==> src/rtl/imem_arbiter.sv <==
// Arbiter sharing a single-port synchronous-read instruction RAM between CPU fetch and a loader.
// Optional burst watchdog: define IMEM_ARB_BURST_TIMEOUT_EN to force-release stalled bursts.
module imem_arbiter #(
    parameter int NUM_INST     = 128,
    parameter int AW           = 7,
    parameter int LOAD_TIMEOUT = 16
) (
    input  logic          clk,
    input  logic          rst_n,
    input  logic          fetch_req,
    input  logic [31:0]   fetch_pc,
    output logic          fetch_gnt,
    output logic          fetch_valid,
    output logic [31:0]   fetch_instr,
    output logic          fetch_err,
    input  logic          load_req,
    input  logic          load_we,
    input  logic [31:0]   load_addr,
    input  logic [31:0]   load_wdata,
    input  logic          load_last,
    output logic          load_gnt,
    output logic          load_valid,
    output logic [31:0]   load_rdata,
    output logic          load_err,
    output logic          load_abort,
    output logic [AW-1:0] mem_addr,
    output logic          mem_we,
    output logic [31:0]   mem_wdata,
    input  logic [31:0]   mem_rdata
);

    typedef enum logic {IDLE, LOCK} state_t;

    localparam logic RR_FETCH = 1'b0;
    localparam logic RR_LOAD  = 1'b1;

    state_t        state;
    logic          rr_last;
    logic [AW-1:0] addr_q;
    logic          f_vld, f_err, l_vld, l_err, l_rd;
    logic          f_ok, l_ok;

    function automatic logic in_range(input logic [31:0] a);
        return (a[1:0] == 2'b00) && ({2'b00, a[31:2]} < 32'(NUM_INST));
    endfunction

    assign f_ok = in_range(fetch_pc);
    assign l_ok = in_range(load_addr);

    // No grants at all while reset is asserted, so the RAM is never written during reset.
    always_comb begin
        fetch_gnt = 1'b0;
        load_gnt  = 1'b0;
        if (rst_n) begin
            if (state == LOCK) begin
                load_gnt = load_req;
            end else if (fetch_req && load_req) begin
                fetch_gnt = (rr_last == RR_LOAD);
                load_gnt  = (rr_last == RR_FETCH);
            end else begin
                fetch_gnt = fetch_req;
                load_gnt  = load_req;
            end
        end
    end

    always_comb begin
        mem_addr = addr_q;
        if (fetch_gnt)
            mem_addr = fetch_pc[AW+1:2];
        else if (load_gnt)
            mem_addr = load_addr[AW+1:2];
    end

    assign mem_we    = load_gnt & load_we & l_ok;
    assign mem_wdata = load_wdata;

    // RAM data arrives the cycle after the grant, so the data outputs gate it with the registered flags.
    assign fetch_valid = f_vld;
    assign fetch_err   = f_err;
    assign fetch_instr = (f_vld && !f_err) ? mem_rdata : 32'h0;
    assign load_valid  = l_vld;
    assign load_err    = l_err;
    assign load_rdata  = l_rd ? mem_rdata : 32'h0;

`ifdef IMEM_ARB_BURST_TIMEOUT_EN
    localparam int TW = $clog2(LOAD_TIMEOUT + 1);
    logic [TW-1:0] idle_cnt;
    logic          abort_q;
    assign load_abort = abort_q;
`else
    assign load_abort = 1'b0;
`endif

    always_ff @(posedge clk or negedge rst_n) begin
        if (!rst_n) begin
            state   <= IDLE;
            rr_last <= RR_LOAD;
            addr_q  <= '0;
            f_vld   <= 1'b0;
            f_err   <= 1'b0;
            l_vld   <= 1'b0;
            l_err   <= 1'b0;
            l_rd    <= 1'b0;
`ifdef IMEM_ARB_BURST_TIMEOUT_EN
            idle_cnt <= '0;
            abort_q  <= 1'b0;
`endif
        end else begin
            f_vld <= fetch_gnt;
            f_err <= fetch_gnt & ~f_ok;
            l_vld <= load_gnt;
            l_err <= load_gnt & ~l_ok;
            l_rd  <= load_gnt & l_ok & ~load_we;
            if (fetch_gnt || load_gnt)
                addr_q <= mem_addr;

            case (state)
                IDLE: begin
                    if (fetch_gnt) begin
                        rr_last <= RR_FETCH;
                    end else if (load_gnt) begin
                        rr_last <= RR_LOAD;
                        if (!load_last)
                            state <= LOCK;
                    end
                end
                LOCK: begin
                    if (load_gnt && load_last) begin
                        state   <= IDLE;
                        rr_last <= RR_LOAD;
                    end
                end
                default: state <= IDLE;
            endcase

`ifdef IMEM_ARB_BURST_TIMEOUT_EN
            // Count idle cycles inside a burst; reaching LOAD_TIMEOUT releases the lock.
            abort_q <= 1'b0;
            if (state == LOCK && !load_req) begin
                if (idle_cnt == TW'(LOAD_TIMEOUT - 1)) begin
                    state    <= IDLE;
                    rr_last  <= RR_LOAD;
                    abort_q  <= 1'b1;
                    idle_cnt <= '0;
                end else begin
                    idle_cnt <= idle_cnt + 1'b1;
                end
            end else begin
                idle_cnt <= '0;
            end
`endif
        end
    end

endmodule

==> config.mk <==
export PLATFORM = sky130hd
export DESIGN_NAME = imem_arbiter
export DESIGN_NICKNAME = d
export VERILOG_FILES = /design/src/rtl/imem_arbiter.sv
export SDC_FILE = /design/constraint.sdc
export NUM_CORES = 1
export LEC_CHECK = 0
export ABC_AREA = 1
export BUFFER_PORTS_ARGS = -buffer_cell sky130_fd_sc_hd__buf_2
export CAP_MARGIN = 15
export CORE_AREA = 2 2 94 96
export CTS_CLUSTER_SIZE = 12
export DETAILED_ROUTE_END_ITERATION = 16
export DIE_AREA = 0 0 96 98
export SLEW_MARGIN = 0
export SYNTH_ARGS = -nofsm -noshare
export SYNTH_HDL_FRONTEND = slang
export SYNTH_SLANG_ARGS = --single-unit
==> constraint.sdc <==
create_clock -name clk -period 1.5 [get_ports clk]
set_input_delay 0 -clock clk [delete_from_list [all_inputs] [get_ports clk]]
set_output_delay 0 -clock clk [all_outputs]
set_load 0.05 [all_outputs]
Yosys cells after proc, flatten, opt, wreduce, memory -nomap -nowiden:

Index checks and enable logic that the tools add are counted.

* register bits: 14
* input bits: 134
* output and inout port bits: 111
* word-level logic and storage cells: 52

* magnitude comparators: 2
* equality and inequality tests: 2
* mux-type cells: 19
* bitwise operators: 11
* reductions and logical operators: 10

Operators with widths (number)
* 32-bit two-way mux: 2
* 30-bit by 8-bit < comparator with 1-bit output, second input constant: 2
* 7-bit two-way mux: 2
* 1-bit two-way mux: 13
* 1-bit bitwise AND: 6
* 1-bit logical AND: 5
* 1-bit NOT: 5
* 2-bit zero test: 2
* 1-bit one-hot mux with 2 select lines: 2
* 3-bit inequality test, second input constant: 1
* 2-bit by 1-bit inequality test with 1-bit output, second input constant: 1
* 2-bit AND reduction: 1
* 1-bit zero test: 1
* 1-bit logical OR: 1

Logic depth before layout (Yosys ltp):

Gate-level depths: netlist of run 1.

* depth after elaboration: 7
* gate-level depth with buffers: 7

Least setup slack after synthesis of run 1:

Ideal clock, no wire load.

* path type: flip-flop to output port
* start: register f_vld (netlist: fetch_valid)
* end: output port fetch_instr[10]
* data arrival time: 1630 ps
* path slack: -130 ps
* cell stages (with the launch flop): 4
* buffers on the path: 1
* path through: dfrtp_1 > nand2_1 > buf_2 > nor2_1

* longest elaborated chain between the ends: 2

Ends and longest elaborated chain
* start, declared: RTL line 40 `logic f_vld, f_err, l_vld, l_err, l_rd;`
* start signal, assigned: RTL line 110 `f_vld <= fetch_gnt;`
* 1-bit logical AND: RTL line 81 `assign fetch_instr = (f_vld && !f_err) ? mem_rdata : 32'h0;`
* 32-bit two-way mux: RTL line 81
* end, declared: RTL line 14 `output logic [31:0] fetch_instr,`

Every way passes these cells.

Final worst setup path of run 1:

* start: register rr_last
* end: output port mem_addr[3]

* longest elaborated chain between the ends: 6
* elaborated cells between the ends (all ways): 9
* those cells by class: 8 x mux; 1 x bitwise

Ends and longest elaborated chain
* start, declared: RTL line 38 `logic rr_last;`
* start signal, assigned: RTL line 98 `rr_last <= RR_LOAD;`
* start signal, assigned: RTL line 121 `rr_last <= RR_FETCH;`
* start signal, assigned: RTL line 123 `rr_last <= RR_LOAD;`
* 1-bit NOT: RTL line 59 `load_gnt = (rr_last == RR_FETCH);`
* 1-bit two-way mux: RTL line 57 `end else if (fetch_req && load_req) begin`
* 1-bit two-way mux: RTL line 55 `if (state == LOCK) begin`
* 1-bit two-way mux: RTL line 54 `if (rst_n) begin`
* 7-bit two-way mux: RTL line 71 `else if (load_gnt)`
* 7-bit two-way mux (*): RTL line 69 `if (fetch_gnt)`
* end, declared: RTL line 26 `output logic [AW-1:0] mem_addr,`

Every way passes the cells marked *; elsewhere a longest branch is shown, timed or not.

==> results of run 1 <==
## per-stage QoR
| step | util | area (sq um) | cells | power (W) | TNS, ps |
|---|---|---|---|---|---|
| 3_5_place_dp | 0.285 | 2410 | 538 | 0.00154 | 0 |
| 6_report | 0.319 | 2700 | 550 | 0.00214 | -2.50 |
| 5_1_grt | 0.319 | 2700 | 550 | 0.00227 | -444 |
| 2_1_floorplan | - | 1620 | 287 | 0.00144 | -3890 |
| 4_1_cts | 0.308 | 2610 | 547 | 0.00205 | -12.9 |
| 3_3_place_gp | 0.285 | 2410 | 538 | 0.00153 | 0 |
## kinds of logic (layout without fill, tap and decap cells)
logic type / Yosys count / after routing / synth area share
other cells: 1 / 1 / 0.00231
buf+inv: 113 / 268 / 0.347
mux: 1 / 1 / 0.00616
flops: 14 / 14 / 0.216
simple gates: 155 / 155 / 0.415
compound gates: 3 / 3 / 0.0123
## synth_stat cells, drive strengths merged
library cell   n  share of area
nand2         70           0.18
buf           39           0.17
nor2          65           0.15
dfrtp         13           0.20
clkinv         1         0.0031
nand4          1          0.013
a31oi          1         0.0039
or2            1         0.0039
conb           1         0.0023
o21ai          1         0.0054
a21oi          1         0.0031
mux2i          1         0.0062
nand3         17          0.059
dfstp          1          0.016
nor3           1         0.0031
inv           73           0.17
## layout make-up
type                            count  area, sq um
Fill cell                         939         5760
Timing Repair Buffer              189         1050
Multi-Input combinational cell    160          803
Sequential cell                    14          352
Inverter                           74          295
Tap cell                          108          135
Clock buffer                        4         55.1
Timing Repair inverter              1         6.26
## sequential cells by signal, summed over array words and instances, names as in the netlist
signal / count
l_rd: 1
addr_q: 7
state: 1
fetch_valid: 1
load_valid: 1
rr_last: 1
load_err: 1
fetch_err: 1
## what timing repair did
item                                    in CTS  in global routing
endpoints found under the setup margin       7                  9
pin swaps                                    2                  1
gates cloned                                 1                  0
hold buffers                                 3                  0
hold endpoints to repair                    15                  0
buffers inserted                             1                  3
gates resized for setup                     26                 17
## layer usage
metal	GRT usage	up-vias
li1	-	1083
met1	0.107	884
met2	0.200	130
met3	0.0409	2
met4	0.0297	0
met5	0	-
## power groups by stage
| stage | Sequential (W) | Clock (W) | Combinational [W] |
|---|---|---|---|
| 5_1_grt | 0.000532 | 0.000404 | 0.00134 |
| 2_1_floorplan | 0.000545 | 0 | 0.000896 |
| 6_report | 0.000524 | 0.000369 | 0.00125 |
| 4_1_cts | 0.000513 | 0.000379 | 0.00116 |
| 3_3_place_gp | 0.000517 | 0 | 0.00101 |
| 3_5_place_dp | 0.000517 | 0 | 0.00102 |
## worst max path at each step
stage                                     start               to  depth (start not counted)
final                       rr_last$_DFFE_PN1P_      mem_addr[3]                          8
after global routing        rr_last$_DFFE_PN1P_      mem_addr[6]                          8
after detailed placement    rr_last$_DFFE_PN1P_      mem_addr[5]                          7
after CTS                   rr_last$_DFFE_PN1P_      mem_addr[5]                          8
after global placement      rr_last$_DFFE_PN1P_      mem_addr[0]                          7
after floorplan           fetch_valid$_DFF_PN0_  fetch_instr[10]                          3
==> results.sh, run 1 <==
export IMPL_r2r_start="rr_last$_DFFE_PN1P_"
export IMPL_violations="setup timing"
export IMPL_ys_seq_area_frac=0.216
export IMPL_antennaDiodeCount=0
export IMPL_cts_buffers=3
export IMPL_antenna_found_initial=0
export IMPL_syn_area_sq_um=1620
export IMPL_final_nets=577
export IMPL_highest_layer="met4"
export IMPL_row_count=34
export IMPL_power_density_nw_per_um2=793
export IMPL_clock_skew_ps=0.930
export IMPL_hold_violations=0
export IMPL_cp_top_family="flip-flops"
export IMPL_grt_ovfl_total=0
export IMPL_drt_met1_wl_um=2070
export IMPL_ys_types=24
export IMPL_critPathMaxFanout=7
export IMPL_coreArea_sq_um=8470
export IMPL_drt_initial_drc_count=23
export IMPL_gp_congestion=0.763
export IMPL_dp_slack_ps=109
export IMPL_hp_class="input pin to output port"
export IMPL_slowest_stage="dfstp_2"
export IMPL_crit_path_max_incr_delay_ps=550
export IMPL_clkSinkCount=14
export IMPL_drc_errors=0
export IMPL_p_leak_nw=1.99
export IMPL_area_growth_pct=66.3
export IMPL_fin_crit_sh=1.00
export IMPL_tritoncts="done"
export IMPL_ant_nets=0
export IMPL_yosysWarnings=0
export IMPL_drt_pass1_iter_count=3
export IMPL_comb_power_share=0.583
export IMPL_finalMaxSlewViolations=0
export IMPL_syn_inst=287
export IMPL_setup_ws_ps=-1.68
export IMPL_die_y_um=98
export IMPL_layout_commonest_cell="buf_2"
export IMPL_clk_latency_ps=240
export IMPL_drv_cap=0
export IMPL_grt_max_degree=33
export IMPL_cts_htree_levels=1
export IMPL_vdd_drop_max_mv=0.377
export IMPL_hpwl_um=4540
export IMPL_path_clk_slew_ps=60
export IMPL_status="complete, but fails checks"
export IMPL_die_area_sq_um=9410
export IMPL_wl_um=5500
export IMPL_internal_power_w=0.00115
export IMPL_r2r_end="addr_q[6]$_DFFE_PN0P_"
export IMPL_min_from="load_wdata[7]"
export IMPL_cts_root_buf="clkbuf_8"
export IMPL_io_pins=245
export IMPL_netSwitchingFraction=0.463
export IMPL_timing_worst_setup_path_type="flip-flop to output port"
export IMPL_ff2ff_path_depth=8
export IMPL_crit_path_end_kind="output port"
export IMPL_die_w_um=96
export IMPL_hold_depth=0
export IMPL_holdWs_ps=0.0220
export IMPL_cp_data_required_time_ps=1500
export IMPL_drive_gt1_frac=0.509
export IMPL_ff2ff_setup_slack_ps=170
export IMPL_grt_usage=0.107
export IMPL_wire_per_inst_um=10.0
export IMPL_first_global_vias=1910
export IMPL_min_to="mem_wdata[7]"
export IMPL_vias=2099
export IMPL_setup_viol=2
export IMPL_critPathArrivalTime_ps=1500
export IMPL_seq_power_share=0.245
export IMPL_cp_cell_sequence="inv_2 > nand2_2 > nand3_4 > nand2_4 > inv_8 > nand2_4 > nand3_4 > buf_8"
export IMPL_synth_nets=421
export IMPL_grt_first_pass_wirelength_um=8030
export IMPL_wl_met2_um=2710
export IMPL_min_period_ps=1500
export IMPL_final_cell_mix="buf_2, inv_1, nor2_1, nand2_1, dfrtp_1"
export IMPL_vias_per_cell=3.82
export IMPL_path_buf_inv=3
export IMPL_wl_met3_um=705
export IMPL_fmax_mhz=666
export IMPL_clockBufferDepth=2
export IMPL_p_sw_w=0.000991
export IMPL_clkPwrFrac=0.172
export IMPL_startpoint_type="flip-flop"
export IMPL_ys_seq_elements=14
export IMPL_numPortBuffers=179
export IMPL_start_util=0.192
export IMPL_avgSynthCellArea_sq_um=5.66
export IMPL_rsz0062_at_grt="true"
No activity file was read; power rests on OpenSTA's default activity.
==> inputs of run 2 (changes only) <==
- CELL_PAD_IN_SITES_DETAIL_PLACEMENT: unset -> 1
- CELL_PAD_IN_SITES_GLOBAL_PLACEMENT: unset -> 2
- CORE_AREA: 2 2 94 96 -> unset
- CORE_UTILIZATION: unset -> 11
- DIE_AREA: 0 0 96 98 -> unset
- PLACE_DENSITY_LB_ADDON: unset -> 0.1
- clock period: 1.5 -> 1.7 ns (I/O delays scaled with it)
==> results.sh, run 2 (synthesis results as in run 1) <==
export IMPL_status="finished, final reports clean"
export IMPL_cts_root_buf="clkbuf_16"
export IMPL_largest_register_ffs=7
export IMPL_die_area_sq_um=15300
export IMPL_finalSetupTns_ps=0
export IMPL_clkPwrFrac=0.248
export IMPL_min_from="load_wdata[22]"
export IMPL_vias=2117
export IMPL_r2r_start="rr_last$_DFFE_PN1P_"
export IMPL_grt_usage=0.0773
export IMPL_min_period_ps=1570
export IMPL_wire_per_inst_um=10.4
export IMPL_critPathMaxFanout=10
export IMPL_hp_class="input pin to output port"
export IMPL_p_leak_nw=1.90
export IMPL_clk_latency_ps=240
export IMPL_hold_depth=0
export IMPL_row_count=44
export IMPL_ff2ff_path_depth=7
export IMPL_hpwl_um=5420
export IMPL_cts_htree_levels=1
export IMPL_rsz0062_at_grt="false"
export IMPL_grt_ovfl_total=0
export IMPL_tritoncts="done"
export IMPL_clockBufferDepth=2
export IMPL_crit_path_end_kind="output port"
export IMPL_startpoint_type="flip-flop"
export IMPL_p_sw_w=0.000822
export IMPL_critPathArrivalTime_ps=1570
export IMPL_first_global_vias=1980
export IMPL_antennaDiodeCount=0
export IMPL_ant_nets=0
export IMPL_clock_skew_ps=5.09
export IMPL_antenna_found_initial=0
export IMPL_layout_commonest_cell="buf_2"
export IMPL_grt_first_pass_wirelength_um=9360
export IMPL_dp_slack_ps=313
export IMPL_final_cell_mix="buf_2, inv_1, nor2_1, nand2_1, nand3_1"
export IMPL_cp_data_required_time_ps=1700
export IMPL_start_util=0.112
export IMPL_vias_per_cell=3.40
export IMPL_setup_ws_ps=126
export IMPL_power_density_nw_per_um2=694
export IMPL_finalMaxSlewViolations=0
export IMPL_regMostFlops="addr_q"
export IMPL_coreArea_sq_um=14500
export IMPL_seq_power_share=0.247
export IMPL_vdd_drop_max_mv=0.381
export IMPL_r2r_end="addr_q[1]$_DFFE_PN0P_"
export IMPL_fin_util=0.181
export IMPL_fin_crit_sh=0.926
export IMPL_p_total_w=0.00182
export IMPL_drive_gt1_frac=0.473
export IMPL_io_pins=245
export IMPL_clkSinkCount=14
export IMPL_fillCellCount=1860
export IMPL_drt_initial_drc_count=24
export IMPL_setup_viol=0
export IMPL_grt_max_degree=33
export IMPL_drc_errors=0
export IMPL_die_y_um=124
export IMPL_fmax_mhz=635
export IMPL_min_to="mem_wdata[22]"
export IMPL_ff2ff_setup_slack_ps=480
export IMPL_final_nets=573
export IMPL_path_clk_slew_ps=40
export IMPL_wl_um=6450
export IMPL_drv_cap=0
export IMPL_drt_pass1_iter_count=5
export IMPL_hold_violations=0
export IMPL_numPortBuffers=179
export IMPL_area_growth_pct=61.8
export IMPL_comb_power_share=0.505
export IMPL_timing_worst_setup_path_type="flip-flop to output port"
export IMPL_gp_congestion=0.675
export IMPL_netSwitchingFraction=0.451
export IMPL_die_w_um=124
export IMPL_cts_buffers=3
export IMPL_internal_power_w=0.00100
==> run 2: layout make-up <==
type	instances	area (sq um)	area share
Timing Repair Buffer	186	968	0.369
Multi-Input combinational cell	160	708	0.270
Sequential cell	14	352	0.134
Inverter	74	290	0.110
Tap cell	184	230	0.0876
Clock buffer	4	78.8	0.0300
==> run 2: timing repair <==
item / CTS / global route
resized for setup: 0 / 6
buffers inserted: 0 / 0
hold endpoints to repair: 17 / 0
hold buffers: 4 / 0
endpoints found under the setup margin: 0 / 7
==> run 2: how the worst max path moves through the flow <==
| stage | from | end | cells past startpoint | slack [ps] |
|---|---|---|---|---|
| 3_3_place_gp | rr_last$_DFFE_PN1P_ | mem_addr[3] | 7 | 330 |
| 2_1_floorplan | fetch_valid$_DFF_PN0_ | fetch_instr[10] | 3 | 70 |
| 6_report | rr_last$_DFFE_PN1P_ | mem_addr[0] | 7 | 130 |
| 5_1_grt | rr_last$_DFFE_PN1P_ | mem_addr[0] | 7 | 20 |
| 4_1_cts | rr_last$_DFFE_PN1P_ | mem_addr[2] | 7 | 50 |
| 3_5_place_dp | rr_last$_DFFE_PN1P_ | mem_addr[4] | 7 | 310 |
==> run 2: worst max-delay path: stages (launching register included) <==
cell,delay (ps)
dfstp_2,530
inv_1,50
nand2_1,60
nand3_2,140
clkinv_4,120
nand2_1,80
nand3_1,80
buf_2,260
==> run 2: per-stage QoR <==
step	hold slack, ps	cells	instance area [sq um]
6_report	0.0220	622	2630
5_1_grt	0.133	622	2630
4_1_cts	0.341	622	2610
3_5_place_dp	0.341	614	2490
3_3_place_gp	0.341	614	2490
2_1_floorplan	-296	287	1620
==> run 2: routing by layer <==
metal | vias to the layer above | global-route usage | wire length, um
met5 | - | 0 | 0
met4 | 0 | 0.00904 | 11
met3 | 2 | 0.0194 | 580
met2 | 107 | 0.156 | 3430
met1 | 933 | 0.0811 | 2430
li1 | 1075 | - | -
==> run 2: power groups by stage <==
stage	Combinational [W]	Sequential (W)	Clock, W
global route	0.00100	0.000461	0.000489
global placement	0.000910	0.000460	0
floorplan	0.000790	0.000481	0
CTS	0.000926	0.000453	0.000468
finish	0.000921	0.000450	0.000453
detailed placement	0.000915	0.000457	0
==> inputs of run 3 (changes only) <==
- CELL_PAD_IN_SITES_DETAIL_PLACEMENT: 1 -> 0
- CELL_PAD_IN_SITES_GLOBAL_PLACEMENT: 2 -> 1
- CORE_MARGIN: unset -> 4
- CORE_UTILIZATION: 11 -> 16
==> results.sh, run 3 (synthesis results as in run 1) <==
export IMPL_startpoint_type="flip-flop"
export IMPL_setup_viol=0
export IMPL_regArea_sq_um=352
export IMPL_layout_commonest_cell="buf_2"
export IMPL_clock_skew_ps=2.06
export IMPL_r2r_start="rr_last$_DFFE_PN1P_"
export IMPL_violations="hold timing"
export IMPL_wl_um=5900
export IMPL_min_to="addr_q[2]$_DFFE_PN0P_"
export IMPL_hold_violations=1
export IMPL_post_cts_buffers=0
export IMPL_cts_buffers=3
export IMPL_clk_latency_ps=240
export IMPL_finalSetupTns_ps=0
export IMPL_hold_depth=3
export IMPL_drt_initial_drc_count=65
export IMPL_critPathArrivalTime_ps=1590
export IMPL_first_global_vias=1888
export IMPL_hpwl_um=4990
export IMPL_critPathMaxFanout=10
export IMPL_die_w_um=109
export IMPL_ant_nets=0
export IMPL_rsz0062_at_grt="false"
export IMPL_clockBufferDepth=2
export IMPL_row_count=36
export IMPL_grt_max_degree=33
export IMPL_final_cell_mix="buf_2, inv_1, nor2_1, nand2_1, nand3_1"
export IMPL_fillCellCount=1137
export IMPL_min_period_ps=1590
export IMPL_ff2ff_setup_slack_ps=490
export IMPL_area_growth_pct=59.8
export IMPL_hp_class="input pin to flip-flop"
export IMPL_largest_register_ffs=7
export IMPL_drive_gt1_frac=0.466
export IMPL_clkSinkCount=14
export IMPL_start_util=0.165
export IMPL_cp_cell_sequence="inv_1 > nand2_1 > nand3_2 > clkinv_4 > nand2_1 > nand3_1 > buf_2"
export IMPL_fin_util=0.264
export IMPL_fin_crit_sh=0.935
export IMPL_drt_pass1_iter_count=4
export IMPL_grt_usage=0.0888
export IMPL_numPortBuffers=179
export IMPL_grt_ovfl_total=0
export IMPL_die_y_um=109
export IMPL_fmax_mhz=629
export IMPL_grt_first_pass_wirelength_um=8710
export IMPL_crit_path_max_incr_delay_ps=540
export IMPL_multi_input_comb_area_sq_um=708
export IMPL_antennaDiodeCount=0
export IMPL_crit_path_end_kind="output port"
export IMPL_die_area_sq_um=11800
export IMPL_power_density_nw_per_um2=642
export IMPL_min_from="fetch_pc[4]"
export IMPL_p_leak_nw=1.91
export IMPL_final_nets=579
export IMPL_r2r_end="addr_q[4]$_DFFE_PN0P_"
export IMPL_slowest_stage="dfstp_2"
export IMPL_antenna_found_initial=0
export IMPL_crit_start="rr_last$_DFFE_PN1P_"
export IMPL_timing_worst_setup_path_type="flip-flop to output port"
export IMPL_cts_htree_levels=1
export IMPL_holdWs_ps=-1.99
export IMPL_gp_congestion=0.697
export IMPL_status="complete, but fails checks"
export IMPL_drc_errors=0
export IMPL_cp_data_required_time_ps=1700
export IMPL_cpMostUsedCell="nand2_1"
export IMPL_drv_cap=0
export IMPL_regMostFlops="addr_q"
export IMPL_finalMaxSlewViolations=0
export IMPL_wire_per_inst_um=10.2
export IMPL_tritoncts="done"
export IMPL_vdd_drop_max_mv=0.445
export IMPL_vias=2034
export IMPL_ff2ff_path_depth=7
export IMPL_vias_per_cell=3.53
export IMPL_coreArea_sq_um=9820
export IMPL_cts_root_buf="clkbuf_8"
export IMPL_io_pins=245
export IMPL_path_clk_slew_ps=60
==> run 3: cell count changes in the layout (fill, tap and decap cells not counted) <==
cell | previous run | this run
buf_2 | 175 | 173
clkbuf_8 | 0 | 3
clkbuf_4 | 4 | 6
dlygate4sd3_1 | 4 | 10
clkbuf_16 | 3 | 0
==> run 3: through the flow <==
stage               worst slack (ps)  area [sq um]  hold slack, ps  instances  total power, W
floorplan                       70.2          1620            -296        287         0.00127
global placement                 339          2430            -155        563         0.00136
detailed placement               323          2430            -155        563         0.00136
CTS                             50.1          2580          0.0655        577         0.00167
global route                    26.1          2590           0.245        577         0.00179
finish                           110          2590           -1.99        577         0.00167
==> run 3: report_power, final <==
part / switching (W) / leakage (nW) / total [W] / internal, W
combinational: 0.000645 / 1.72 / 0.000932 / 0.000286
clock: 0.000122 / 0.0228 / 0.000287 / 0.000166
sequential: 0.0000352 / 0.175 / 0.000448 / 0.000413
==> run 3: cell type report <==
type,instances,area share
clock buffers,4,0.0174
multi-input cells,160,0.273
well taps,133,0.0641
inverters,74,0.112
flip-flops and latches,14,0.135
repair buffers,192,0.398
==> run 3: worst max-delay path, delay by kind of cell, from the launching register on <==
kind          cells  cell delay, ps
simple gates      4             370
buf+inv           3             440
flops             1             540
==> run 3: how the worst max path moves through the flow <==
stage,to,cells after the start
floorplan,fetch_instr[10],3
global placement,mem_addr[6],7
detailed placement,mem_addr[2],7
CTS,mem_addr[2],7
global route,mem_addr[6],7
finish,mem_addr[1],7
==> run 3: layer usage <==
| layer | part of all wire | global-route usage | vias to the layer above |
|---|---|---|---|
| li1 | - | - | 1086 |
| met4 | 0.0059 | 0.0171 | 0 |
| met3 | 0.13 | 0.0284 | 4 |
| met1 | 0.36 | 0.0915 | 833 |
| met5 | 0 | 0 | - |
| met2 | 0.50 | 0.174 | 111 |
==> run 3: timing repair <==
item                       CTS  global route
resized for setup            0             8
hold endpoints to repair    21             0
hold buffers                10             0
setup endpoints to repair    0             7
